$ cat src/rtl/mem_access_unit.sv
// Load/store stage: one memory op per handshake, ready/valid data-memory port, extended load result.
// Optional macro MEM_ACCESS_UNALIGNED_EN enables lwl/lwr/swl/swr; without it ops 010/110 are illegal.
module mem_access_unit (
  input  logic        clk,
  input  logic        rst,
  input  logic        req_valid,
  output logic        req_ready,
  input  logic        req_store,
  input  logic [2:0]  req_op,
  input  logic [31:0] req_addr,
  input  logic [31:0] req_wdata,
  input  logic [31:0] req_rt_old,
  output logic [31:0] Address,
  output logic        MemWrite,
  output logic [31:0] Write_data,
  output logic [3:0]  Write_strb,
  output logic        MemRead,
  input  logic        Mem_Req_Ready,
  input  logic [31:0] Read_data,
  input  logic        Read_data_Valid,
  output logic        Read_data_Ready,
  output logic        resp_valid,
  input  logic        resp_ready,
  output logic [31:0] resp_data,
  output logic        resp_wen,
  output logic        resp_err
);
  typedef enum logic [1:0] {S_IDLE = 2'd0, S_REQ = 2'd1, S_WAIT = 2'd2, S_RESP = 2'd3} state_t;

  state_t      r_state, w_next;
  logic        r_store;
  logic [2:0]  r_op;
  logic [1:0]  r_lo;
  logic [31:0] r_address, r_write_data, r_resp_data;
  logic [3:0]  r_write_strb;
  logic        r_resp_wen, r_resp_err;
  logic        w_req_err;
`ifdef MEM_ACCESS_UNALIGNED_EN
  logic [31:0] r_rt_old;
`else
  logic        w_unused_rt;
  assign w_unused_rt = &{1'b0, req_rt_old};
`endif

  function automatic logic f_legal(input logic st, input logic [2:0] op);
    case (op)
      3'b000, 3'b001, 3'b011: f_legal = 1'b1;
      3'b100, 3'b101:         f_legal = !st;
`ifdef MEM_ACCESS_UNALIGNED_EN
      3'b010, 3'b110:         f_legal = 1'b1;
`endif
      default:                f_legal = 1'b0;
    endcase
  endfunction

  function automatic logic f_misaligned(input logic [2:0] op, input logic [1:0] a);
    case (op)
      3'b001, 3'b101: f_misaligned = a[0];
      3'b011:         f_misaligned = (a != 2'b00);
      default:        f_misaligned = 1'b0;
    endcase
  endfunction

  function automatic logic [31:0] f_store_data(input logic [2:0] op, input logic [1:0] a, input logic [31:0] rt);
    case (op)
      3'b000:  f_store_data = {4{rt[7:0]}};
      3'b001:  f_store_data = {2{rt[15:0]}};
      3'b011:  f_store_data = rt;
`ifdef MEM_ACCESS_UNALIGNED_EN
      3'b010:  f_store_data = rt >> {~a, 3'b000};
      3'b110:  f_store_data = rt << {a, 3'b000};
`endif
      default: f_store_data = 32'h0000_0000;
    endcase
  endfunction

  function automatic logic [3:0] f_store_strb(input logic [2:0] op, input logic [1:0] a);
    case (op)
      3'b000:  f_store_strb = 4'b0001 << a;
      3'b001:  f_store_strb = 4'b0011 << a;
      3'b011:  f_store_strb = 4'b1111;
`ifdef MEM_ACCESS_UNALIGNED_EN
      3'b010:  f_store_strb = 4'b1111 >> (~a);
      3'b110:  f_store_strb = 4'b1111 << a;
`endif
      default: f_store_strb = 4'b0000;
    endcase
  endfunction

  function automatic logic [31:0] f_load(input logic [2:0] op, input logic [1:0] a, input logic [31:0] mem);
    logic [31:0] sh;
    logic [15:0] hw;
    sh = mem >> {a, 3'b000};
    hw = a[1] ? mem[31:16] : mem[15:0];
    case (op)
      3'b000:  f_load = {{24{sh[7]}}, sh[7:0]};
      3'b100:  f_load = {24'h00_0000, sh[7:0]};
      3'b001:  f_load = {{16{hw[15]}}, hw};
      3'b101:  f_load = {16'h0000, hw};
      3'b011:  f_load = mem;
      default: f_load = 32'h0000_0000;
    endcase
  endfunction

`ifdef MEM_ACCESS_UNALIGNED_EN
  // Left/right partial-word merges of the memory word into the old rt value.
  function automatic logic [31:0] f_merge(input logic left, input logic [1:0] a, input logic [31:0] mem, input logic [31:0] rt);
    case ({left, a})
      3'b100:  f_merge = {mem[7:0], rt[23:0]};
      3'b101:  f_merge = {mem[15:0], rt[15:0]};
      3'b110:  f_merge = {mem[23:0], rt[7:0]};
      3'b111:  f_merge = mem;
      3'b000:  f_merge = mem;
      3'b001:  f_merge = {rt[31:24], mem[31:8]};
      3'b010:  f_merge = {rt[31:16], mem[31:16]};
      3'b011:  f_merge = {rt[31:8], mem[31:24]};
      default: f_merge = 32'h0000_0000;
    endcase
  endfunction
`endif

  assign w_req_err = !f_legal(req_store, req_op) || f_misaligned(req_op, req_addr[1:0]);

  // Next-state and handshake decode.
  always_comb begin
    w_next          = r_state;
    req_ready       = 1'b0;
    MemRead         = 1'b0;
    MemWrite        = 1'b0;
    Read_data_Ready = 1'b0;
    resp_valid      = 1'b0;
    case (r_state)
      S_IDLE: begin
        req_ready = 1'b1;
        if (req_valid) w_next = w_req_err ? S_RESP : S_REQ;
        else           w_next = S_IDLE;
      end
      S_REQ: begin
        MemRead  = !r_store;
        MemWrite = r_store;
        if (Mem_Req_Ready) w_next = r_store ? S_RESP : S_WAIT;
        else               w_next = S_REQ;
      end
      S_WAIT: begin
        Read_data_Ready = 1'b1;
        if (Read_data_Valid) w_next = S_RESP;
        else                 w_next = S_WAIT;
      end
      S_RESP: begin
        resp_valid = 1'b1;
        if (resp_ready) w_next = S_IDLE;
        else            w_next = S_RESP;
      end
      default: w_next = S_IDLE;
    endcase
  end

  // State, request latch, memory-port and result registers.
  always_ff @(posedge clk) begin
    if (!rst) begin
      r_state      <= S_IDLE;
      r_store      <= 1'b0;
      r_op         <= 3'b000;
      r_lo         <= 2'b00;
      r_address    <= 32'h0000_0000;
      r_write_data <= 32'h0000_0000;
      r_write_strb <= 4'b0000;
      r_resp_data  <= 32'h0000_0000;
      r_resp_wen   <= 1'b0;
      r_resp_err   <= 1'b0;
`ifdef MEM_ACCESS_UNALIGNED_EN
      r_rt_old     <= 32'h0000_0000;
`endif
    end else begin
      r_state <= w_next;
      case (r_state)
        S_IDLE: begin
          if (req_valid) begin
            r_store      <= req_store;
            r_op         <= req_op;
            r_lo         <= req_addr[1:0];
            r_address    <= {req_addr[31:2], 2'b00};
            r_resp_err   <= w_req_err;
            r_resp_wen   <= 1'b0;
            r_resp_data  <= 32'h0000_0000;
            r_write_data <= (req_store && !w_req_err) ? f_store_data(req_op, req_addr[1:0], req_wdata) : 32'h0000_0000;
            r_write_strb <= (req_store && !w_req_err) ? f_store_strb(req_op, req_addr[1:0]) : 4'b0000;
`ifdef MEM_ACCESS_UNALIGNED_EN
            r_rt_old     <= req_rt_old;
`endif
          end
        end
        S_WAIT: begin
          if (Read_data_Valid) begin
            r_resp_wen <= 1'b1;
`ifdef MEM_ACCESS_UNALIGNED_EN
            if (r_op == 3'b010 || r_op == 3'b110)
              r_resp_data <= f_merge(r_op == 3'b010, r_lo, Read_data, r_rt_old);
            else
              r_resp_data <= f_load(r_op, r_lo, Read_data);
`else
            r_resp_data <= f_load(r_op, r_lo, Read_data);
`endif
          end
        end
        S_RESP: begin
          if (resp_ready) begin
            r_resp_data  <= 32'h0000_0000;
            r_resp_wen   <= 1'b0;
            r_resp_err   <= 1'b0;
            r_write_strb <= 4'b0000;
          end
        end
        default: ;
      endcase
    end
  end

  assign Address    = r_address;
  assign Write_data = r_write_data;
  assign Write_strb = r_write_strb;
  assign resp_data  = r_resp_data;
  assign resp_wen   = r_resp_wen;
  assign resp_err   = r_resp_err;
endmodule
$ cat config.mk
export PLATFORM = sky130hd
export DESIGN_NAME = mem_access_unit
export DESIGN_NICKNAME = d
export VERILOG_FILES = /design/src/rtl/mem_access_unit.sv
export SDC_FILE = /design/constraint.sdc
export NUM_CORES = 1
export LEC_CHECK = 0
export CORE_MARGIN = 2
export CORE_UTILIZATION = 37
export DETAILED_ROUTE_END_ITERATION = 6
export PLACE_DENSITY = 0.84
export SLEW_MARGIN = 10
export SYNTH_ARGS = -nofsm -noshare
export SYNTH_HDL_FRONTEND = slang
export SYNTH_SLANG_ARGS = --single-unit
export TNS_END_PERCENT = 20
$ cat constraint.sdc
create_clock -name clk -period 3.95 [get_ports clk]
set_input_delay 0.395 -clock clk [delete_from_list [all_inputs] [get_ports clk]]
set_output_delay 0.395 -clock clk [all_outputs]
set_load 0.02 [all_outputs]
==> results of run 1 <==
[cell families (layout without fill, tap and decap cells)]
logic type      count (synthesis)  after routing  share of synthesized area [%]
compound gates                167            167                          28.04
buf+inv                        47            232                          4.855
flops                         108            108                          45.85
mux                            17             17                          3.821
other cells                     1              2                        0.07952
simple gates                  171            171                          17.35
[per-layer routing]
metal | GRT usage [%] | routed length, um | vias up
li1 | - | - | 2193
met1 | 24.12 | 5868 | 2127
met2 | 35.84 | 6893 | 197
met3 | 8.548 | 1390 | 20
met4 | 6.588 | 311 | 0
met5 | 0 | 0 | -
[placed cells by master (no fill, tap or decap), drive strengths merged, types with 2 or more instances in the layout]
| cell | instances |
|---|---|
| buf | 7 |
| clkdlybuf4s50 | 209 |
| and3 | 3 |
| nand2 | 91 |
| o21a | 2 |
| and2 | 6 |
| a211o | 8 |
| mux2i | 9 |
| mux2 | 8 |
| a21oi | 12 |
| or3b | 2 |
| nand2b | 6 |
| nor2b | 31 |
| dfxtp | 108 |
| conb | 2 |
| a21boi | 41 |
| o21ai | 15 |
| clkbuf | 13 |
| nor2 | 18 |
| a21o | 2 |
| a221o | 23 |
| nor3 | 4 |
| nand3 | 2 |
| clkinv | 2 |
| a22o | 31 |
| o2bb2ai | 3 |
| a2bb2oi | 6 |
| a22oi | 16 |
| nor3b | 3 |
[layout make-up]
type                            count  area (um2)
Clock buffer                       13       270.3
Clock inverter                      3       43.79
Fill cell                        1133        5336
Multi-Input combinational cell    357        2347
Sequential cell                   108        2162
Tap cell                          172       215.2
Timing Repair Buffer              216        2142
[worst max path at each step]
stage,start,slack [ns],to,cells past startpoint
5_1_grt,r_state[1],0.94,resp_data[30],4
3_3_place_gp,req_valid,1.12,resp_data[16],5
2_1_floorplan,r_state[0],2.03,resp_data[28],8
3_5_place_dp,req_valid,1.04,resp_data[16],5
4_1_cts,r_state[1],1.19,resp_data[16],4
6_report,r_state[1],1.21,resp_data[16],4
[tightest hold or removal path, stage by stage, from the launching register on]
cell and delay [ns]:
dfxtp_1 0.31, nand2_1 0.05, o21ai_1 0.05
[power by group through the flow]
stage                     clock [mW]  sequential [mW]  combinational, mW
after detailed placement           0             1.21              0.556
final                          0.934             1.19              0.558
after global placement             0             1.21              0.547
after CTS                      0.961             1.19              0.560
after floorplan                    0             1.24              0.264
after global routing            1.00             1.20              0.606
[registers in the layout, indices dropped and copies added (netlist names)]
register    cells
resp_data      32
r_op            3
r_lo            2
Write_strb      4
r_store         1
resp_wen        1
Address        30
r_state         2
Write_data     32
resp_err        1
[per-stage QoR]
step                instance area (um2)  power [mW]
floorplan                          4720       1.507
global route                       7181       2.804
finish                             7181       2.681
global placement                   6867       1.757
detailed placement                 6867       1.771
CTS                                7181       2.710
==> results.yml, run 1 <==
timing:
  fin_crit_sh_pct: 69.49
  slew_viol_final: 0
  holdWs_ns: 0.4487
  setup_tns_ns: 0
  slew_headroom_pct: 31.38
  finalCriticalPeriod_ns: 2.745
  setup_slack_ns: 1.205
  rsz0062_at_grt: "no"
  hold_viol: 0
  tightestPinTransition_ns: 1.026
  setup_viol: 0
  fin_skew_ns: 0.008660
  max_freq_mhz: 364.3
yosys:
  syn_area_per_cell_um2: 9.229
  synthFlopType: "dfxtp_1"
  ys_types: 50
  synth_area_leaders: "dfxtp_1 46%, nand2_1 7.2%, a21boi_0 6.0%"
  postSynthCellCount: 511
  ys_ff_latch: 108
  ys_seq_area_share_pct: 45.85
  syn_area_mm2: 0.004716
  synthTopCellsByCount: "108 x dfxtp_1, 90 x nand2_1, 38 x a21boi_0"
  synth_top_cell_by_area: "dfxtp_1"
  synthArstFlopShare_pct: 0
  synth_top_area_share_pct: 45.85
  synth.most_common_cell: "dfxtp_1"
  synth_warnings: 0
  synth_edf_count: 0
setup_path:
  cp.required_ns: 4.24
  cp.arrival_ns: 3.03
  crit_path_end_kind: "flip-flop"
  rr_worst_depth: 4
  timing.rr.start: "r_state[1]"
  crit_fanout: 32
  crit_chain: "or3b_2 -> and2_4 -> a21boi_4 -> a221o_1"
  cp_top_family: "compound AO/OA/AOI/OAI gates"
  path_class: "reg -> reg"
  crit_path_start_kind: "flip-flop"
  rr_endpoint: "resp_data[16]"
  max_stage_delay_ns: 0.72
  reg2reg_slack_ns: 1.21
  critPathBufInv: 0
  critPathSlowestCell: "a21boi_4"
global_routing:
  grt_pass1_wl_um: 22420
  grt_max_degree: 40
  grt_pass1_vias: 4480
  antenna_found_initial: 0
  grt-ovfl-total: 0
  gr-usage-all-layers_pct: 21.00
hold_path:
  hp-class: "reg -> reg"
  hold_depth: 2
  hold_path_end: "Write_data[22]"
  worstHoldStart: "Write_data[22]"
cells_and_area:
  drive_gt1_share_pct: 5.452
  area_delta_synth_final_pct: 52.27
  nets: 830
  stdcell_count: 869
  diodes: 0
  fin_util_pct: 57.37
clock_network:
  cts-root-buf: "clkbuf_16"
  cts.sinks: 108
  cts_tree: "built"
  clk_pin_slew_worst_paths_ns: 0.07
  hold_buffers: 0
  post-cts-setup-buffers: 0
  cts_buffers: 9
  cts.htree.levels: 3
  clock_latency_ns: 0.35
  ctsResizeCount: 0
  cts_buffer_depth: 2
route:
  wire_per_inst_um: 16.64
  num_vias: 4537
  drt_wl_total_um: 14460
  drt_first_iter_violations: 281
  drc: 0
  first_pass_iters: 5
  avgViaCountPerCell: 5.221
  ant_nets: 0
floorplanning:
  io_pins: 245
  num_rows: 41
  chipWidth_um: 116.9
  die_h_um: 116.9
  initial_core_util_pct: 37.67
  core_mm2: 0.01252
  dieArea_mm2: 0.01366
run_status:
  status: "complete, no violations"
power_and_ir_drop:
  combPwrFrac_pct: 20.8
  peakVddDrop_v: 0.0002351
  p_switching_uw: 711.4
  powerDensity_mw_per_mm2: 373.3
  pwr-share-clk_pct: 34.8
  power_frac_seq_pct: 44.4
  intPower_mw: 1.969
  switching_share_pct: 26.54
  p_leak_nw: 2.643
placed_design:
  globalplace.congestion: 0.8441
  port_buffers: 210
  dp.cells: 853
  dp_slack_ns: 1.042
  dp_hpwl_um: 10800
run:
  cap_violations: 0
(Power assumes the default switching activity.)
==> run 2: changes to the inputs <==
--- a/config.mk
+++ b/config.mk
@@ -6,9 +6,9 @@
 export NUM_CORES = 1
 export LEC_CHECK = 0
 export CORE_MARGIN = 2
-export CORE_UTILIZATION = 37
+export CORE_UTILIZATION = 36
 export DETAILED_ROUTE_END_ITERATION = 6
-export PLACE_DENSITY = 0.84
+export PLACE_DENSITY = 0.85
 export SLEW_MARGIN = 10
 export SYNTH_ARGS = -nofsm -noshare
 export SYNTH_HDL_FRONTEND = slang
==> constraint.sdc (replaced) <==
create_clock -name clk -period 2.2 [get_ports clk]
set_input_delay 0.22 -clock clk [delete_from_list [all_inputs] [get_ports clk]]
set_output_delay 0.22 -clock clk [all_outputs]
set_load 0.02 [all_outputs]
==> run 2 against run 1 <==
  * Via count rose by 1.7%
  * Worst setup slack got worse by 1.0 ns
  * Register-to-register slack got worse by 0.92 ns
  * First-iteration DRC count rose by 7.1%
  * Core utilization fell by 0.21 points
  * Count of clock-buffer cells in the layout rose by 2
  * Largest power group unchanged
  * Highest routed layer unchanged
==> results.yml, run 2 (synthesis gave the netlist of run 1 again) <==
power_and_ir_drop:
  p_leak_nw: 2.722
  total_power_mw: 4.737
  powerDensity_mw_per_mm2: 651.5
  peakVddDrop_v: 0.0004091
setup_path:
  path_class: "in -> reg"
  cp.required_ns: 2.48
  max_stage_delay_ns: 0.94
  crit_fanout: 16
  critPathSlowestCell: "nor2_1"
  crit_chain: "clkdlybuf4s50_1 -> nor2_1 -> a22o_1 -> a22oi_1 -> nor2b_1"
  crit_path_end_kind: "flip-flop"
  cp.arrival_ns: 2.27
  crit_path_start_kind: "primary input"
clock_network:
  cts.htree.levels: 3
  cts_buffers: 9
  cts_tree: "built"
  clk_pin_slew_worst_paths_ns: 0.07
  cts.sinks: 108
  cts-root-buf: "clkbuf_16"
  clock_latency_ns: 0.35
  cts_buffer_depth: 2
  hold_buffers: 0
timing:
  slew_headroom_pct: 22.39
  fin_skew_ns: 0.005956
  setup_viol: 0
  slew_viol_final: 0
  setup_slack_ns: 0.2085
  max_freq_mhz: 502.1
  rsz0062_at_grt: "no"
  tightestPinTransition_ns: 1.160
  hold_viol: 0
  finalCriticalPeriod_ns: 1.991
  fin_crit_sh_pct: 90.52
route:
  num_vias: 4615
  drt_wl_total_um: 14890
  avgViaCountPerCell: 5.215
  drt_first_iter_violations: 301
  drc: 0
  first_pass_iters: 5
  wire_per_inst_um: 16.83
  ant_nets: 0
floorplanning:
  die_h_um: 118.5
  initial_core_util_pct: 37.07
  num_rows: 41
  io_pins: 245
  dieArea_mm2: 0.01403
  core_mm2: 0.01272
  chipWidth_um: 118.5
global_routing:
  gr-usage-all-layers_pct: 20.98
  grt_pass1_vias: 4517
  grt_pass1_wl_um: 23910
  grt_max_degree: 53
  grt-ovfl-total: 0
  antenna_found_initial: 0
cells_and_area:
  stdcell_count: 885
  nets: 846
  final.fill_count: 1139
  final_cell_mix: "208 x clkdlybuf4s50_1, 108 x dfxtp_1, 90 x nand2_1, 38 x a21boi_0"
  drive_gt1_share_pct: 7.293
  area_delta_synth_final_pct: 54.21
  diodes: 0
  final_common_cell: "clkdlybuf4s50_1"
placed_design:
  globalplace.congestion: 0.8320
  port_buffers: 210
  dp.cells: 869
  dp_slack_ns: -0.06843
  dp_hpwl_um: 11080
hold_path:
  hp-class: "in -> reg"
run_status:
  status: "complete, no violations"
run:
  cap_violations: 0
run 2: cell types whose count changed in the layout (fill, tap and decap cells not counted):
| cell | change |
|---|---|
| buf_4 | +16 |
| bufinv_16 | -1 |
| clkbuf_1 | +2 |
| clkdlybuf4s50_1 | -1 |
| clkinv_4 | -1 |
| dlymetal6s2s_1 | +1 |
run 2: worst paths after layout:
check / end / slack [ns] / depth (start not counted) / startpoint
max: Write_data[29] / 0.21 / 5 / req_op[1]
min: resp_wen / 0.23 / 3 / rst
max reg2reg: resp_data[27] / 0.29 / 4 / r_lo[1]
min reg2reg: Write_data[16] / 0.45 / 2 / Write_data[16]
run 2: layout make-up:
| cell class | instances | area [um2] | share of cell area [%] |
|---|---|---|---|
| clock buffer | 15 | 277.8 | 3.820 |
| sequential | 108 | 2162 | 29.73 |
| timing repair buffer | 232 | 2265 | 31.14 |
| tap | 172 | 215.2 | 2.959 |
| clock inverter | 1 | 5.005 | 0.06882 |
| multi-input combinational | 357 | 2347 | 32.28 |
run 2: repair_timing:
item / 4_1_cts / 5_1_grt
hold endpoints to repair: 0 / 0
endpoints found under the setup margin: 0 / 1
gates resized for setup: 0 / 1
setup buffers: 0 / 0
run 2: where the power goes:
part | leakage (nW) | switching, mW | internal, mW
clock | 0.140 | 0.694 | 0.862
combinational | 1.71 | 0.526 | 0.546
sequential | 0.877 | 0.0618 | 2.05
total | 2.72 | 1.28 | 3.45
run 2: worst max-delay path: cells and delay by family:
family / cells / cell delay [ns]
and+or+nand+nor: 2 / 1.10
buffers and inverters: 1 / 0.57
AOI/OAI and AO/OA: 2 / 0.38
run 2: layer usage:
metal	GRT usage [%]	part of all wire, %	vias to the layer above
met5	0	0	-
met4	8.705	2.7	0
met3	5.405	7.7	24
met2	35.12	48	195
met1	25.58	42	2180
li1	-	-	2216
run 2: through the flow:
step | setup TNS (ns) | cell area (um2) | hold WS, ns | utilization [%]
after floorplan | 0 | 4720 | 0.3350 | -
after global placement | 0 | 6987 | 0.4381 | 54.92
after detailed placement | -0.3843 | 6987 | 0.4438 | 54.92
after CTS | 0 | 7269 | 0.2144 | 57.14
after global routing | 0 | 7272 | 0.2470 | 57.16
final | 0 | 7272 | 0.2306 | 57.16
